File: config.mk
export PLATFORM = sky130hd
export DESIGN_NAME = ss_bus_seq
export DESIGN_NICKNAME = d
export VERILOG_FILES = /design/src/rtl/ss_bus_seq.sv
export SDC_FILE = /design/constraint.sdc
export NUM_CORES = 1
export LEC_CHECK = 0
export ABC_AREA = 1
export CAP_MARGIN = 40
export CORE_MARGIN = 4
export CORE_UTILIZATION = 30
export DETAILED_ROUTE_END_ITERATION = 10
export SETUP_SLACK_MARGIN = 0.05
export SLEW_MARGIN = 0
export SYNTH_ARGS = -nofsm -noshare
export SYNTH_HDL_FRONTEND = slang
export SYNTH_SLANG_ARGS = --single-unit
File: constraint.sdc
create_clock -name clk -period 3.3 [get_ports clk]
set_input_delay 0.66 -clock clk [delete_from_list [all_inputs] [get_ports clk]]
set_output_delay 0.66 -clock clk [all_outputs]
set_load 0.03 [all_outputs]
File: src/rtl/ss_bus_seq.sv
// ss_bus_seq: save-state bus initiator; SAVE streams mapper slots out, RESTORE writes a byte stream in.
// Optional readback verify of each restored slot is built when SS_VERIFY_EN is defined.
module ss_bus_seq #(
  parameter int SS_LEN = 256,
  parameter int M2_HI  = 3,
  parameter int M2_LO  = 3,
  parameter int SETTLE = 2
) (
  input  logic       clk,
  input  logic       rst,
  input  logic       start,
  input  logic       op,
  output logic       busy,
  output logic       done,
  output logic       ss_act,
  output logic       ss_we,
  output logic [7:0] ss_addr,
  output logic [7:0] ss_wdat,
  output logic       ss_m2,
  input  logic [7:0] ss_rdat,
  output logic [7:0] out_dat,
  output logic       out_valid,
  input  logic       out_ready,
  input  logic [7:0] in_dat,
  input  logic       in_valid,
  output logic       in_ready,
  output logic       vfy_err
);
  typedef enum logic [3:0] {IDLE, SETUP, SAMPLE, PUSH, FETCH, M2H, M2L, VCHK, NEXT, DONE} state_t;
  state_t      st_q;
  logic        op_q, busy_q, done_q, act_q, we_q, m2_q, oval_q, irdy_q;
  logic [8:0]  slot_q;
  logic [15:0] cnt_q;
  logic [7:0]  addr_q, wdat_q, odat_q;
`ifdef SS_VERIFY_EN
  logic        verr_q;
  assign vfy_err = verr_q;
`else
  assign vfy_err = 1'b0;
`endif
  assign busy      = busy_q;
  assign done      = done_q;
  assign ss_act    = act_q;
  assign ss_we     = we_q;
  assign ss_addr   = addr_q;
  assign ss_wdat   = wdat_q;
  assign ss_m2     = m2_q;
  assign out_dat   = odat_q;
  assign out_valid = oval_q;
  assign in_ready  = irdy_q;
  // Outputs are registered alongside the state, so each is set on the transition into its state.
  always_ff @(posedge clk or posedge rst) begin
    if (rst) begin
      st_q   <= IDLE;
      op_q   <= 1'b0;
      busy_q <= 1'b0;
      done_q <= 1'b0;
      act_q  <= 1'b0;
      we_q   <= 1'b0;
      m2_q   <= 1'b0;
      oval_q <= 1'b0;
      irdy_q <= 1'b0;
      slot_q <= '0;
      cnt_q  <= '0;
      addr_q <= '0;
      wdat_q <= '0;
      odat_q <= '0;
`ifdef SS_VERIFY_EN
      verr_q <= 1'b0;
`endif
    end else begin
      done_q <= 1'b0;
      case (st_q)
        IDLE: if (start) begin
          st_q   <= SETUP;
          op_q   <= op;
          slot_q <= '0;
          cnt_q  <= '0;
          addr_q <= '0;
          act_q  <= 1'b1;
          busy_q <= 1'b1;
`ifdef SS_VERIFY_EN
          verr_q <= 1'b0;
`endif
        end
        SETUP: if (cnt_q == 16'(SETTLE - 1)) begin
          cnt_q  <= '0;
          st_q   <= op_q ? FETCH : SAMPLE;
          irdy_q <= op_q;
        end else cnt_q <= cnt_q + 16'd1;
        SAMPLE: begin
          odat_q <= ss_rdat;
          oval_q <= 1'b1;
          st_q   <= PUSH;
        end
        PUSH: if (out_ready) begin
          oval_q <= 1'b0;
          st_q   <= NEXT;
        end
        FETCH: if (in_valid) begin
          wdat_q <= in_dat;
          irdy_q <= 1'b0;
          we_q   <= 1'b1;
          m2_q   <= 1'b1;
          st_q   <= M2H;
        end
        M2H: if (cnt_q == 16'(M2_HI - 1)) begin
          cnt_q <= '0;
          m2_q  <= 1'b0;
          st_q  <= M2L;
        end else cnt_q <= cnt_q + 16'd1;
        M2L: if (cnt_q == 16'(M2_LO - 1)) begin
          cnt_q <= '0;
          we_q  <= 1'b0;
`ifdef SS_VERIFY_EN
          st_q  <= VCHK;
`else
          st_q  <= NEXT;
`endif
        end else cnt_q <= cnt_q + 16'd1;
`ifdef SS_VERIFY_EN
        VCHK: if (cnt_q == 16'(SETTLE - 1)) begin
          cnt_q <= '0;
          if (ss_rdat != wdat_q) verr_q <= 1'b1;
          st_q  <= NEXT;
        end else cnt_q <= cnt_q + 16'd1;
`endif
        NEXT: if (slot_q == 9'(SS_LEN - 1)) begin
          act_q  <= 1'b0;
          busy_q <= 1'b0;
          done_q <= 1'b1;
          st_q   <= DONE;
        end else begin
          slot_q <= slot_q + 9'd1;
          addr_q <= addr_q + 8'd1;
          st_q   <= SETUP;
        end
        DONE: st_q <= IDLE;
        default: st_q <= IDLE;
      endcase
    end
  end
endmodule

==> results of run 1 <==
routing by layer:
metal	global-route usage (%)	part of all wire [%]	routed length [µm]
met1	17.1	46	3670
met2	20.5	46	3610
met3	4.76	6.3	501
met4	4.09	1.4	114
met5	0	0	0
worst max path at each step:
stage | endpoint | cells past startpoint
6_report | slot_q[0] | 12
5_1_grt | slot_q[0] | 12
4_1_cts | slot_q[0] | 12
3_5_place_dp | ss_addr[6] | 11
3_3_place_gp | ss_we | 5
2_1_floorplan | cnt_q[0] | 1
stage by stage:
| step | total power, W | worst slack [ns] | util (%) | cell area, µm² |
|---|---|---|---|---|
| CTS | 0.00340 | 1.01 | 39.2 | 4120 |
| detailed placement | 0.00275 | 1.06 | 37.4 | 3930 |
| finish | 0.00336 | 1.01 | 39.2 | 4120 |
| global route | 0.00363 | 0.746 | 39.2 | 4120 |
| global placement | 0.00273 | 1.07 | 37.4 | 3930 |
| floorplan | 0.00223 | 1.16 | - | 3290 |
cell usage in the layout (no fill, tap or decap), types with 2 or more instances in the layout:
master	count
o22ai_1	2
nand3b_1	4
xor2_1	9
inv_6	2
clkinv_4	2
mux2_2	8
o21ai_1	6
o211ai_1	7
nor3_1	7
nand2_4	2
inv_2	6
or2_2	4
ha_1	6
a21o_1	2
nor2_1	35
o21ai_0	20
dfrtp_1	60
o21ai_2	3
nand2_1	125
nand3_1	33
o21bai_1	2
nand4_1	13
clkdlybuf4s50_1	52
nand3_2	2
inv_1	37
clkbuf_8	10
nand2_2	4
cell type report:
type                       count  area (µm²)
clock buffer                  10         138
clock inverter                 6        47.5
fill                        1064        6390
inverter                      44         165
multi-input combinational    301        1560
sequential                    60        1500
tap                          136         170
timing repair buffer          53         541
worst register-to-register path, cell delays in order, from the launching register on:
cell	delay (ns)
dfrtp_1	0.40
ha_1	0.21
nand3_1	0.10
nor2_1	0.18
inv_1	0.08
nor3_1	0.16
ha_1	0.18
inv_1	0.09
nand2_2	0.12
nand2_2	0.17
inv_2	0.30
nand2_1	0.10
o21ai_1	0.11
logic make-up (layout without fill, tap and decap cells):
kind of cell | after synthesis | after routing | synth area share [%]
adders and majority gates | 6 | 6 | 2.28
other | 1 | 1 | 0.114
xor gates and xnor gates | 9 | 9 | 2.40
DFF | 60 | 60 | 45.6
AOI/OAI and AO/OA | 43 | 43 | 7.79
buffers and inverters | 54 | 113 | 7.11
and+or+nand+nor | 234 | 234 | 31.9
muxes | 8 | 8 | 2.74
registers in the layout, summed over array words and instances, names as in the netlist:
signal,count
ss_m2,1
cnt_q,16
in_ready,1
ss_we,1
done,1
out_valid,1
slot_q,9
st_q,4
op_q,1
ss_wdat,8
ss_addr,8
out_dat,8
ss_act,1
where the power goes:
group | total, W | leakage (nW) | internal (W) | switching, W
clock network | 0.000626 | 0.0933 | 0.000299 | 0.000327
registers | 0.00117 | 0.784 | 0.000960 | 0.000210
logic | 0.00157 | 1.02 | 0.000564 | 0.00100
==> results.py, run 1 <==
metrics = {
    "run_status": {
        "status": "finished, final reports clean",
    },
    "floorplanning": {
        "io_pins": 54,
        "fp.coreArea_um2": 10500,
        "die-area_um2": 12700,
        "die-width_um": 113,
        "fp.dieH_um": 113,
        "rows": 37,
        "initial_utilization_pct": 31.3,
    },
    "synthesis": {
        "syn_nets": 443,
        "synth_area_leaders": "dfrtp_1, nand2_1, nand3_1",
        "synthCells": 415,
        "synth.distinct_cells": 35,
        "postSynthAreaPerCell_um2": 7.93,
        "yosysTopAreaCell": "dfrtp_1",
        "synth_common_cells": "nand2_1, dfrtp_1, inv_1, nor2_1, nand3_1",
        "ys.flop_type": "dfrtp_1",
        "synth_top_area_share_pct": 45.6,
        "ys_ff_latch": 60,
        "yosysMostFrequentCell": "nand2_1",
        "synth_edf_count": 0,
        "async_reset_ff_share_pct": 100,
        "ys_seq_area_share_pct": 45.6,
        "yosysWarnings": 0,
        "syn_area_um2": 3290,
    },
    "setup_path": {
        "path_buf_inv": 3,
        "path_class": "flop to flop",
        "cp_top_family": "simple AND/OR/NAND/NOR gates",
        "regToRegStartpoint": "slot_q[0]",
        "cpMaxStageDelayCell": "dfrtp_1",
        "r2r_end": "slot_q[0]",
        "reg2regPathDepth": 12,
        "required_ns": 3.56,
        "crit_chain": "ha_1 -> nand3_1 -> nor2_1 -> inv_1 -> nor3_1 -> ha_1 -> inv_1 -> nand2_2 -> nand2_2 -> inv_2 -> nand2_1 -> o21ai_1",
        "start_kind": "flop",
        "cp-end-kind": "flop",
        "r2r_setup_slack_ns": 1.01,
        "startpoint": "slot_q[0]",
        "path_max_fanout": 17,
        "worst_ep_arrival_time_ns": 2.54,
        "slowest_delay_ns": 0.40,
    },
    "clocking": {
        "htreeDepth": 3,
        "clock_sinks": 60,
        "cts_tree": "yes",
        "clock_latency_ns": 0.34,
        "cts.path.max_buffers": 2,
        "post_cts_buffers": 0,
        "path_clk_slew_ns": 0.07,
        "cts_buffers": 9,
        "ctsResizeCount": 0,
        "cts_hold_buf": 0,
        "root_buffer": "clkbuf_8",
    },
    "power": {
        "peakVddDrop_mv": 0.514,
        "power_density_nw_per_um2": 817,
        "cellLeakagePower_nw": 1.90,
    },
    "final_layout": {
        "stdcell_count": 610,
        "final_nets": 497,
        "diodes": 0,
        "area_growth_pct": 25.1,
        "layout-drive-gt1-share_pct": 10.3,
    },
    "global_routing": {
        "grt_usage_pct": 13.2,
        "grt.overflow.total": 0,
        "grt_pass1_vias": 2890,
        "grt_pass1_wl_um": 13800,
        "antenna_found_initial": 0,
        "grt_max_degree": 36,
    },
    "timing": {
        "drv_slew": 0,
        "rsz0062_at_grt": "false",
        "period_minus_slack_ns": 2.29,
        "finalSetupViolations": 0,
        "hold_ws_ns": 0.494,
        "hold_viol": 0,
        "timing.fmax_mhz": 437,
        "worst_pin_slew_ns": 0.618,
        "finalSetupTns_ns": 0,
        "min_period_over_period_pct": 69.3,
        "skew_ns": 0.00855,
        "slew_headroom_pct": 58.7,
    },
    "drt": {
        "drtIter0Drc": 166,
        "drt-total-wl_um": 7890,
        "dr.pass1.iters": 5,
        "wl_per_cell_um": 12.9,
        "vias": 2949,
        "ant_nets": 0,
        "drc": 0,
        "routed_via_density": 4.83,
    },
    "min_path": {
        "hold_path_startpoint": "out_valid",
        "min_path_cells": 2,
        "hold_class": "flop to flop",
        "min_to": "out_valid",
    },
    "place": {
        "dpl.hpwl_um": 5700,
        "dpl.cell_count": 594,
        "routabilityCongestion": 0.842,
        "port_buffers": 52,
    },
    "flow_run": {
        "max_cap_viol_count": 0,
    },
}
No activity file was read; power rests on OpenSTA's default activity.
==> run 2, diff against run 1 <==
==> constraint.sdc (replaced) <==
create_clock -name clk -period 2 [get_ports clk]
set_input_delay 0.4 -clock clk [delete_from_list [all_inputs] [get_ports clk]]
set_output_delay 0.4 -clock clk [all_outputs]
set_load 0.03 [all_outputs]
==> run 2 against run 1 <==
  * Cell count grew 1.8%
  * Global-route usage is 0.20 points lower
  * Critical endpoint is now busy
  * Combinational power is 73% higher
  * Largest cell class unchanged
==> results.py, run 2 (synthesis results as in run 1) <==
metrics = {
    "setup_path": {
        "crit_chain": "clkdlybuf4s50_1",
        "cp-end-kind": "output port",
        "path_max_fanout": 3,
        "path_buf_inv": 1,
        "slowest_delay_ns": 0.70,
        "path_class": "flop to output port",
        "required_ns": 1.60,
        "cp_top_family": "buffers and inverters",
        "start_kind": "flop",
        "cpMaxStageDelayCell": "clkdlybuf4s50_1",
        "worst_ep_arrival_time_ns": 1.48,
    },
    "final_layout": {
        "final_util_pct": 40.9,
        "top_regs": "cnt_q (16), slot_q (9)",
        "diodes": 0,
        "area_growth_pct": 30.8,
        "layout-drive-gt1-share_pct": 14.0,
        "layout_commonest_cell": "nand2_1",
        "postLayoutCellArea_um2": 4300,
        "stdcell_count": 621,
        "final_nets": 508,
        "largest_reg_flops": 16,
        "final_cell_mix": "nand2_1, dfrtp_1, clkdlybuf4s50_1",
        "largest_register": "cnt_q",
    },
    "global_routing": {
        "grt_max_degree": 61,
        "grt_pass1_wl_um": 13700,
        "grt.overflow.total": 0,
        "grt_pass1_vias": 2959,
        "antenna_found_initial": 0,
        "grt_usage_pct": 13.0,
    },
    "flow_run": {
        "max_cap_viol_count": 0,
    },
    "timing": {
        "timing.fmax_mhz": 532,
        "skew_ns": 0.0113,
        "min_period_over_period_pct": 94.0,
        "period_minus_slack_ns": 1.88,
        "finalSetupViolations": 0,
        "hold_viol": 0,
        "drv_slew": 0,
    },
    "power": {
        "intPower_w": 0.00322,
        "cellLeakagePower_nw": 2.03,
        "peakVddDrop_mv": 0.976,
        "seqPwrFrac_pct": 33.6,
        "switchingPower_w": 0.00254,
        "p_total_w": 0.00576,
        "switching_share_pct": 44.1,
        "comb_power_share_pct": 47.3,
        "power_density_nw_per_um2": 1340,
        "pwr-share-clk_pct": 19.1,
    },
    "drt": {
        "wl_per_cell_um": 12.6,
        "drc": 0,
        "ant_nets": 0,
        "dr.pass1.iters": 5,
        "vias": 2979,
        "drtIter0Drc": 215,
        "drt-total-wl_um": 7800,
        "routed_via_density": 4.80,
    },
    "place": {
        "dpl.cell_count": 602,
        "dpl.hpwl_um": 5530,
        "port_buffers": 52,
        "dpl-instance-area_um2": 3990,
        "routabilityCongestion": 0.853,
    },
    "clocking": {
        "cts_hold_buf": 0,
        "cts_buffers": 9,
        "htreeDepth": 3,
        "root_buffer": "clkbuf_8",
        "clock_latency_ns": 0.35,
        "cts_tree": "yes",
        "path_clk_slew_ns": 0.07,
        "clock_sinks": 60,
        "cts.path.max_buffers": 2,
    },
    "floorplanning": {
        "fp.coreArea_um2": 10500,
        "die-width_um": 113,
        "rows": 37,
        "fp.dieH_um": 113,
        "initial_utilization_pct": 31.3,
        "io_pins": 54,
        "die-area_um2": 12700,
    },
    "min_path": {
        "hold_class": "input port to asynchronous set/reset pin",
    },
    "run_status": {
        "status": "finished, final reports clean",
    },
}
## run 2: changes by cell type in the layout (fill, tap and decap cells not counted), moves of 2 or more
cell / previous run / this run
clkdlybuf4s50_1: 52 / 49
inv_1: 37 / 35
ha_1: 6 / 4
buf_4: 0 / 9
dlymetal6s2s_1: 0 / 3
## run 2: final cells by class
type	count	area, µm²
clock buffer	9	124
clock inverter	7	75.1
fill	1076	6210
inverter	44	170
multi-input combinational	301	1610
sequential	60	1500
tap	136	170
timing repair buffer	64	656
## run 2: per-stage QoR
stage	TNS, ns	hold slack (ns)	setup slack (ns)
2_1_floorplan	0	0.468	0.115
3_3_place_gp	0	0.467	0.0790
3_5_place_dp	0	0.467	0.0362
4_1_cts	0	0.434	0.0605
5_1_grt	-0.0104	0.450	-0.00820
6_report	0	0.421	0.119
## run 2: repair_timing
action	in CTS	in global routing
endpoints found under the setup margin	2	23
pin swaps	0	3
resized for setup	1	19
gates cloned	0	1
buffers inserted	0	2
## run 2: power by group through the flow
| stage | clock network (W) | logic (W) | registers, W |
|---|---|---|---|
| after floorplan | 0 | 0.00140 | 0.00228 |
| after global placement | 0 | 0.00263 | 0.00194 |
| after detailed placement | 0 | 0.00265 | 0.00194 |
| after CTS | 0.00115 | 0.00267 | 0.00193 |
| after global routing | 0.00120 | 0.00302 | 0.00200 |
| final | 0.00110 | 0.00272 | 0.00193 |
## run 2: metal layers
layer  global-route usage [%]  vias up  wire length (µm)
li1                         -     1482                 -
met1                     16.4     1404              3500
met2                     20.6       85              3670
met3                     4.71        8               517
met4                     4.25        0               108
met5                        0        -                 0
## run 2: worst paths after layout
check	from	end	cells past startpoint	slack (ns)
worst max register to register	slot_q[0]	slot_q[5]	12	0.14
worst max-delay path	ss_act	busy	1	0.12
worst min-delay path	rst	ss_addr[7]	3	0.42
min in group clk	ss_wdat[5]	ss_wdat[5]	2	0.48
max in group asynchronous	rst	slot_q[7]	3	1.28
worst min register to register	ss_wdat[5]	ss_wdat[5]	2	0.48
